===== src/rtl/trig_lookup_arbiter.sv =====
// Round-robin sharing of one fixed-latency cos/sin ROM port among NUM_REQ requesters,
// with quadrant sign/range tagging and a credit-protected show-ahead result FIFO.
module trig_lookup_arbiter #(
    parameter int NUM_REQ        = 4,
    parameter int LOOKUP_LATENCY = 2,
    parameter int FIFO_DEPTH     = 4,
    parameter int ANGLE_MAX      = 360
) (
    input  logic                       clk_in,
    input  logic                       rst_n_in,
    input  logic [NUM_REQ-1:0]         req_valid_in,
    input  logic [16*NUM_REQ-1:0]      req_angle_in,
    output logic [NUM_REQ-1:0]         req_ready_out,
    output logic [8:0]                 lk_angle_out,
    input  logic [15:0]                lk_cos_abs_in,
    input  logic [15:0]                lk_sin_abs_in,
    output logic                       res_valid_out,
    input  logic                       res_ready_in,
    output logic [$clog2(NUM_REQ)-1:0] res_id_out,
    output logic [15:0]                res_cos_abs_out,
    output logic [15:0]                res_sin_abs_out,
    output logic                       res_cos_sign_out,
    output logic                       res_sin_sign_out,
    output logic                       res_err_out,
    output logic                       busy_out
);

    localparam int IDW = $clog2(NUM_REQ);
    localparam int PW  = (FIFO_DEPTH > 1) ? $clog2(FIFO_DEPTH) : 1;
    localparam int CW  = $clog2(FIFO_DEPTH + 1);
    localparam int SW  = $clog2(FIFO_DEPTH + LOOKUP_LATENCY + 1);

    typedef struct packed {
        logic           valid;
        logic [IDW-1:0] id;
        logic           cos_sign;
        logic           sin_sign;
        logic           err;
    } tag_t;

    typedef struct packed {
        logic [IDW-1:0] id;
        logic [15:0]    cos_abs;
        logic [15:0]    sin_abs;
        logic           cos_sign;
        logic           sin_sign;
        logic           err;
    } res_t;

    logic [IDW-1:0] r_ptr;
    tag_t           r_tag [LOOKUP_LATENCY];
    res_t           r_mem [FIFO_DEPTH];
    logic [PW-1:0]  r_wr_ptr;
    logic [PW-1:0]  r_rd_ptr;
    logic [CW-1:0]  r_count;

    logic [15:0]    w_angles [NUM_REQ];
    logic [IDW:0]   w_sum;
    logic [IDW-1:0] w_idx;
    logic [IDW-1:0] w_gnt_idx;
    logic           w_found;
    logic [SW-1:0]  w_inflight;
    logic [SW-1:0]  w_occupancy;
    logic           w_credit;
    logic           w_grant;
    logic [15:0]    w_angle;
    logic           w_err;
    logic           w_cos_sign;
    logic           w_sin_sign;
    tag_t           w_tag_in;
    res_t           w_push_data;
    res_t           w_head;
    logic           w_push;
    logic           w_pop;
    logic           w_nonempty;

    function automatic logic [PW-1:0] ptr_inc(input logic [PW-1:0] p);
        return (p == PW'(FIFO_DEPTH - 1)) ? '0 : p + PW'(1);
    endfunction

    always_comb begin
        for (int i = 0; i < NUM_REQ; i++) begin
            w_angles[i] = req_angle_in[16*i +: 16];
        end
    end

    // Round-robin search: first valid index at or after r_ptr, wrapping.
    always_comb begin
        // NOTE: every variable gets a default before the loop so no path infers a latch.
        w_found   = 1'b0;
        w_gnt_idx = '0;
        w_sum     = '0;
        w_idx     = '0;
        for (int k = 0; k < NUM_REQ; k++) begin
            w_sum = {1'b0, r_ptr} + (IDW+1)'(k);
            if (w_sum >= (IDW+1)'(NUM_REQ)) begin
                w_sum = w_sum - (IDW+1)'(NUM_REQ);
            end
            w_idx = w_sum[IDW-1:0];
            if (!w_found && req_valid_in[w_idx]) begin
                w_found   = 1'b1;
                w_gnt_idx = w_idx;
            end
        end
    end

    // Credit counts only registered state, so a same-cycle pop never frees an issue slot.
    always_comb begin
        w_inflight = '0;
        for (int s = 0; s < LOOKUP_LATENCY; s++) begin
            w_inflight = w_inflight + SW'(r_tag[s].valid);
        end
        w_occupancy = w_inflight + SW'(r_count);
    end

    assign w_credit      = (w_occupancy < SW'(FIFO_DEPTH));
    assign w_grant       = w_found & w_credit & rst_n_in;
    assign req_ready_out = w_grant ? (NUM_REQ'(1) << w_gnt_idx) : '0;

    assign w_angle      = w_angles[w_gnt_idx];
    assign w_err        = (w_angle > 16'(ANGLE_MAX));
    assign w_cos_sign   = w_err | (w_angle < 16'd90) | (w_angle >= 16'd270);
    assign w_sin_sign   = w_err | (w_angle < 16'd180) | (w_angle == 16'd360);
    assign lk_angle_out = (w_grant && !w_err) ? w_angle[8:0] : 9'd0;

    always_comb begin
        w_tag_in          = '0;
        w_tag_in.valid    = w_grant;
        w_tag_in.id       = w_gnt_idx;
        w_tag_in.cos_sign = w_cos_sign;
        w_tag_in.sin_sign = w_sin_sign;
        w_tag_in.err      = w_err;
    end

    always_ff @(posedge clk_in or negedge rst_n_in) begin
        if (!rst_n_in) begin
            r_ptr <= '0;
            for (int s = 0; s < LOOKUP_LATENCY; s++) begin
                r_tag[s] <= '0;
            end
        end else begin
            // NOTE: non-blocking so each stage captures its neighbour's pre-edge value.
            r_tag[0] <= w_tag_in;
            for (int s = 1; s < LOOKUP_LATENCY; s++) begin
                r_tag[s] <= r_tag[s-1];
            end
            if (w_grant) begin
                r_ptr <= (w_gnt_idx == IDW'(NUM_REQ - 1)) ? '0 : w_gnt_idx + IDW'(1);
            end
        end
    end

    // ROM data arrives aligned with the last tag stage and is pushed that same cycle.
    assign w_push     = r_tag[LOOKUP_LATENCY-1].valid;
    assign w_nonempty = (r_count != '0);
    assign w_pop      = w_nonempty & res_ready_in;

    always_comb begin
        w_push_data          = '0;
        w_push_data.id       = r_tag[LOOKUP_LATENCY-1].id;
        w_push_data.cos_abs  = r_tag[LOOKUP_LATENCY-1].err ? 16'd0 : lk_cos_abs_in;
        w_push_data.sin_abs  = r_tag[LOOKUP_LATENCY-1].err ? 16'd0 : lk_sin_abs_in;
        w_push_data.cos_sign = r_tag[LOOKUP_LATENCY-1].cos_sign;
        w_push_data.sin_sign = r_tag[LOOKUP_LATENCY-1].sin_sign;
        w_push_data.err      = r_tag[LOOKUP_LATENCY-1].err;
    end

    // NOTE: storage has no reset; r_count alone decides validity, so stale entries stay hidden.
    always_ff @(posedge clk_in) begin
        if (w_push) begin
            r_mem[r_wr_ptr] <= w_push_data;
        end
    end

    always_ff @(posedge clk_in or negedge rst_n_in) begin
        if (!rst_n_in) begin
            r_wr_ptr <= '0;
            r_rd_ptr <= '0;
            r_count  <= '0;
        end else begin
            if (w_push) begin
                r_wr_ptr <= ptr_inc(r_wr_ptr);
            end
            if (w_pop) begin
                r_rd_ptr <= ptr_inc(r_rd_ptr);
            end
            case ({w_push, w_pop})
                2'b10:   r_count <= r_count + CW'(1);
                2'b01:   r_count <= r_count - CW'(1);
                default: r_count <= r_count;
            endcase
        end
    end

    assign w_head = w_nonempty ? r_mem[r_rd_ptr] : '0;

    assign res_valid_out    = w_nonempty;
    assign res_id_out       = w_head.id;
    assign res_cos_abs_out  = w_head.cos_abs;
    assign res_sin_abs_out  = w_head.sin_abs;
    assign res_cos_sign_out = w_head.cos_sign;
    assign res_sin_sign_out = w_head.sin_sign;
    assign res_err_out      = w_head.err;
    assign busy_out         = (w_inflight != '0) | w_nonempty;

endmodule


===== config.mk =====
export PLATFORM = sky130hd
export DESIGN_NAME = trig_lookup_arbiter
export DESIGN_NICKNAME = d
export VERILOG_FILES = /design/src/rtl/trig_lookup_arbiter.sv
export SDC_FILE = /design/constraint.sdc
export NUM_CORES = 1
export LEC_CHECK = 0
export ABC_AREA = 1
export BUFFER_PORTS_ARGS = -buffer_cell sky130_fd_sc_hd__clkbuf_2
export CELL_PAD_IN_SITES_DETAIL_PLACEMENT = 1
export CELL_PAD_IN_SITES_GLOBAL_PLACEMENT = 2
export CORE_MARGIN = 4
export CORE_UTILIZATION = 37
export CTS_CLUSTER_DIAMETER = 40
export DETAILED_ROUTE_END_ITERATION = 6
export PLACE_DENSITY_LB_ADDON = 0.3
export REMOVE_ABC_BUFFERS = 1
export SLEW_MARGIN = 20
export SYNTH_ARGS = -nofsm -noshare
export SYNTH_HDL_FRONTEND = slang
export SYNTH_SLANG_ARGS = --single-unit

===== constraint.sdc =====
create_clock -name clk_in -period 4.53 [get_ports clk_in]
set_input_delay 0.2265 -clock clk_in [delete_from_list [all_inputs] [get_ports clk_in]]
set_output_delay 0.2265 -clock clk_in [all_outputs]
set_load 0.01 [all_outputs]

==> run metrics <==
status=complete, no violations; min Tclk post-route=around 3700 ps; antenna violations before repair=0; Seq/Total Area, Yosys=roughly three fifths; post-synth top area share=roughly 55%; clk slew on worst S/H paths=60 ps; DR WL/cell=16.7 um; Required @ worst endpoint=roughly 4300 ps; clk sinks=approximately 170; synthesis-stage register bit count=~170; num rows=53; final hold violations=0; Die H=around 160 um; Inserted Diodes=0; Antenna Nets Post-Route=0; CP Class=reg2out; Synth Flop Type=edfxtp_1; critical-path maximum fanout=23; Post-layout nets=around 1100; global route overflow=0; Worst EP arrival=around 3500 ps; CP dominant cell by count=nand2_2; global-route wire length before repair=around 34000 um; GP Congestion=about 0.74; post-route setup TNS=0 ps; area grow syn2layout=19.3%; HP Class=in2reg; clk buf depth=2; vias per std cell=about 5; Max VDD drop=about 0.34 mV; Routed WL=20700 um; post-CTS setup buffers=0; number of DRC markers in iteration 0=344; largest net degree at the start of global routing=77; Clock Latency Late Sink=between 400 and 500 ps; Remaining DRCs=0; Fillers=between 2000 and 2500; Gate Count Post-Synth=between 800 and 900; vias=6072; LEAKAGE=a little over 4 nW; initial core utilization=between 30% and 40%; final slew viol count=0; most frequent cell after synthesis=nor2_1; Final setup viols=0; Synth area leader=edfxtp_1; die width=about 160 um; H-tree depth=4; vias in the first global route=~6600; worst path bufs/invs=4; RSZ-0062 raised after global routing=no; first-pass iteration count of the detailed router=5; CTS root buffer=clkbuf_16; worst-margin pin slew=roughly 860 ps; DIE AREA=roughly 0.024 sq mm; startpoint type of the worst setup path=flop; Setup WS post-layout=approximately 820 ps; most frequent cells after synthesis=nor2_1 (195), edfxtp_1 (148), o21ai_0 (83); Slew Limit Headroom=around 43%; power density cells=roughly 750 mW/mm^2; average size of a mapped cell=approximately 10 sq um; share of cells above drive strength 1=25.5%; period utilization=roughly four fifths; Worst Skew=5.64 ps; Max stage delay on crit path=730 ps; synth unique cells=31; Post-DP HPWL=around 13000 um; cell family with most CP delay=simple AND/OR/NAND/NOR gates; CTS tree=built; CP cell instances=inv_8 > nand2_2 > nand3_1 > nand2_2 > inv_1 > nand3_4 > nand3_4 > nand2_1 > nand3_2 > nand2_2 > inv_1 > nor2_2 > nand3_2 > nand2_2 > nand3_4 > nor2_2 > clkbuf_2; CP Capture Type=primary output; CP max-delay cell=dfrtp_1; CTS Buf Count=17; Port Buffers=~150; synthesized area=about 0.008 sq mm; synth warn=0; DP Worst Slack=roughly 1300 ps; GRT Util Overall=roughly 18%; Post-synth ARST share=between 10% and 20%; # IOs=around 160; Post-synth EDFFs=between 100 and 150; Max Cap Viol=0; synth top area cells=edfxtp_1 (55%), nor2_1 (9.1%), dfrtp_1 (6.5%), o21ai_0 (5.1%), inv_1 (3.7%); Fmax=270 MHz; core box area=0.0213 sq mm
==> power by group <==
part / switching [mW] / internal (mW)
clock: 0.569 / 0.808
sequential: 0.141 / 2.07
combinational: 2.55 / 1.13
==> worst register-to-register path, delay by kind of cell (launching register included) <==
family,cells,cell delay [ps]
simple gates,12,1700
buf+inv,3,300
flops,1,730
==> cells by family after synthesis <==
group           synth area share [%]
compound gates                  7.60
flops                           61.5
buf+inv                         6.59
simple gates                    21.8
fa+ha+maj                       2.26
xor+xnor                       0.217
==> metrics by stage <==
step | utilization [%] | instances | hold slack, ps | total power, mW | area (sq um)
after floorplan | - | 769 | -69.1 | 4.70 | 7880
final | 45.3 | 1240 | 141 | 7.27 | 9640
after CTS | 45.3 | 1240 | 136 | 7.40 | 9640
after detailed placement | 42.6 | 1207 | 255 | 5.99 | 9070
after global placement | 42.6 | 1207 | 250 | 5.93 | 9070
after global routing | 45.3 | 1240 | 148 | 7.92 | 9640
==> state kept, by name, indices dropped and copies added (netlist names) <==
register,count
r_count,3
r_wr_ptr,2
r_ptr,2
r_mem,148
w_push,1
r_tag,11
r_rd_ptr,2
==> cells in the final DEF, fill, tap and decap left out <==
| cell | Yosys | layout |
|---|---|---|
| nor2_1 | 195 | 195 |
| clkbuf_2 | 0 | 154 |
| edfxtp_1 | 148 | 148 |
| o21ai_0 | 83 | 83 |
| nand2_1 | 79 | 79 |
| inv_1 | 80 | 75 |
| a21oi_1 | 38 | 38 |
| nand3_1 | 26 | 26 |
| nand4_1 | 22 | 22 |
| dfrtp_1 | 21 | 20 |
| clkbuf_16 | 0 | 17 |
| nand2_2 | 15 | 15 |
| ha_1 | 13 | 13 |
| nor2_2 | 12 | 12 |
| buf_4 | 1 | 9 |
| nand2_4 | 8 | 8 |
| nand3_2 | 5 | 5 |
| clkinv_1 | 0 | 5 |
| nand3_4 | 4 | 4 |
| clkinv_2 | 1 | 4 |
| nor4_1 | 4 | 4 |
| nor3_1 | 5 | 4 |
| clkinvlp_4 | 0 | 4 |
| inv_2 | 3 | 3 |
| clkbuf_1 | 24 | 3 |
| bufinv_16 | 0 | 2 |
| inv_4 | 0 | 1 |
| nor3_2 | 0 | 1 |
| inv_8 | 1 | 1 |
| nor2_8 | 1 | 1 |
| nand2_8 | 1 | 1 |
| a31o_2 | 1 | 1 |
| xnor2_1 | 1 | 1 |
| xor2_1 | 1 | 1 |
| fa_1 | 1 | 1 |
| clkinv_4 | 0 | 1 |
| inv_6 | 0 | 1 |
| dlygate4sd3_1 | 0 | 1 |
| dfrtp_2 | 0 | 1 |
==> cell type report <==
| cell class | count | area (sq um) | area share, % |
|---|---|---|---|
| clock buffers | 20 | 437 | 4.53 |
| inverters | 85 | 330 | 3.43 |
| well taps | 275 | 344 | 3.57 |
| multi-input cells | 515 | 2580 | 26.8 |
| repair buffers | 164 | 848 | 8.80 |
| clock inverters | 12 | 126 | 1.31 |
| flip-flops and latches | 169 | 4970 | 51.6 |
==> routing by layer <==
layer	share of wire (%)	vias up	global-route usage (%)
met5	0	-	0
met4	1.3	0	6.17
li1	-	2984	-
met3	5.0	17	3.30
met1	44	2892	23.0
met2	49	179	29.7
==> path summary, 6_finish.rpt <==
| kind | cells after the start | slack, ps | startpoint | end |
|---|---|---|---|---|
| max in group asynchronous | 2 | 3790 | rst_n_in | r_rd_ptr[0] |
| min | 3 | 140 | lk_cos_abs_in[13] | r_mem[0][32] |
| min reg2reg | 0 | 350 | r_tag[9] | r_tag[3] |
| min in group asynchronous | 2 | 330 | rst_n_in | r_ptr[0] |
| max | 17 | 820 | r_ptr[0] | lk_angle_out[6] |
| max reg2reg | 15 | 1670 | r_ptr[0] | r_tag[8] |
==> what timing repair did <==
item | in CTS | in global routing
resized for setup | 0 | 0
endpoints found under the hold margin | 21 | 0
setup endpoints to repair | 0 | 0
hold buffers | 1 | 0
No activity file was read; power rests on OpenSTA's default activity.
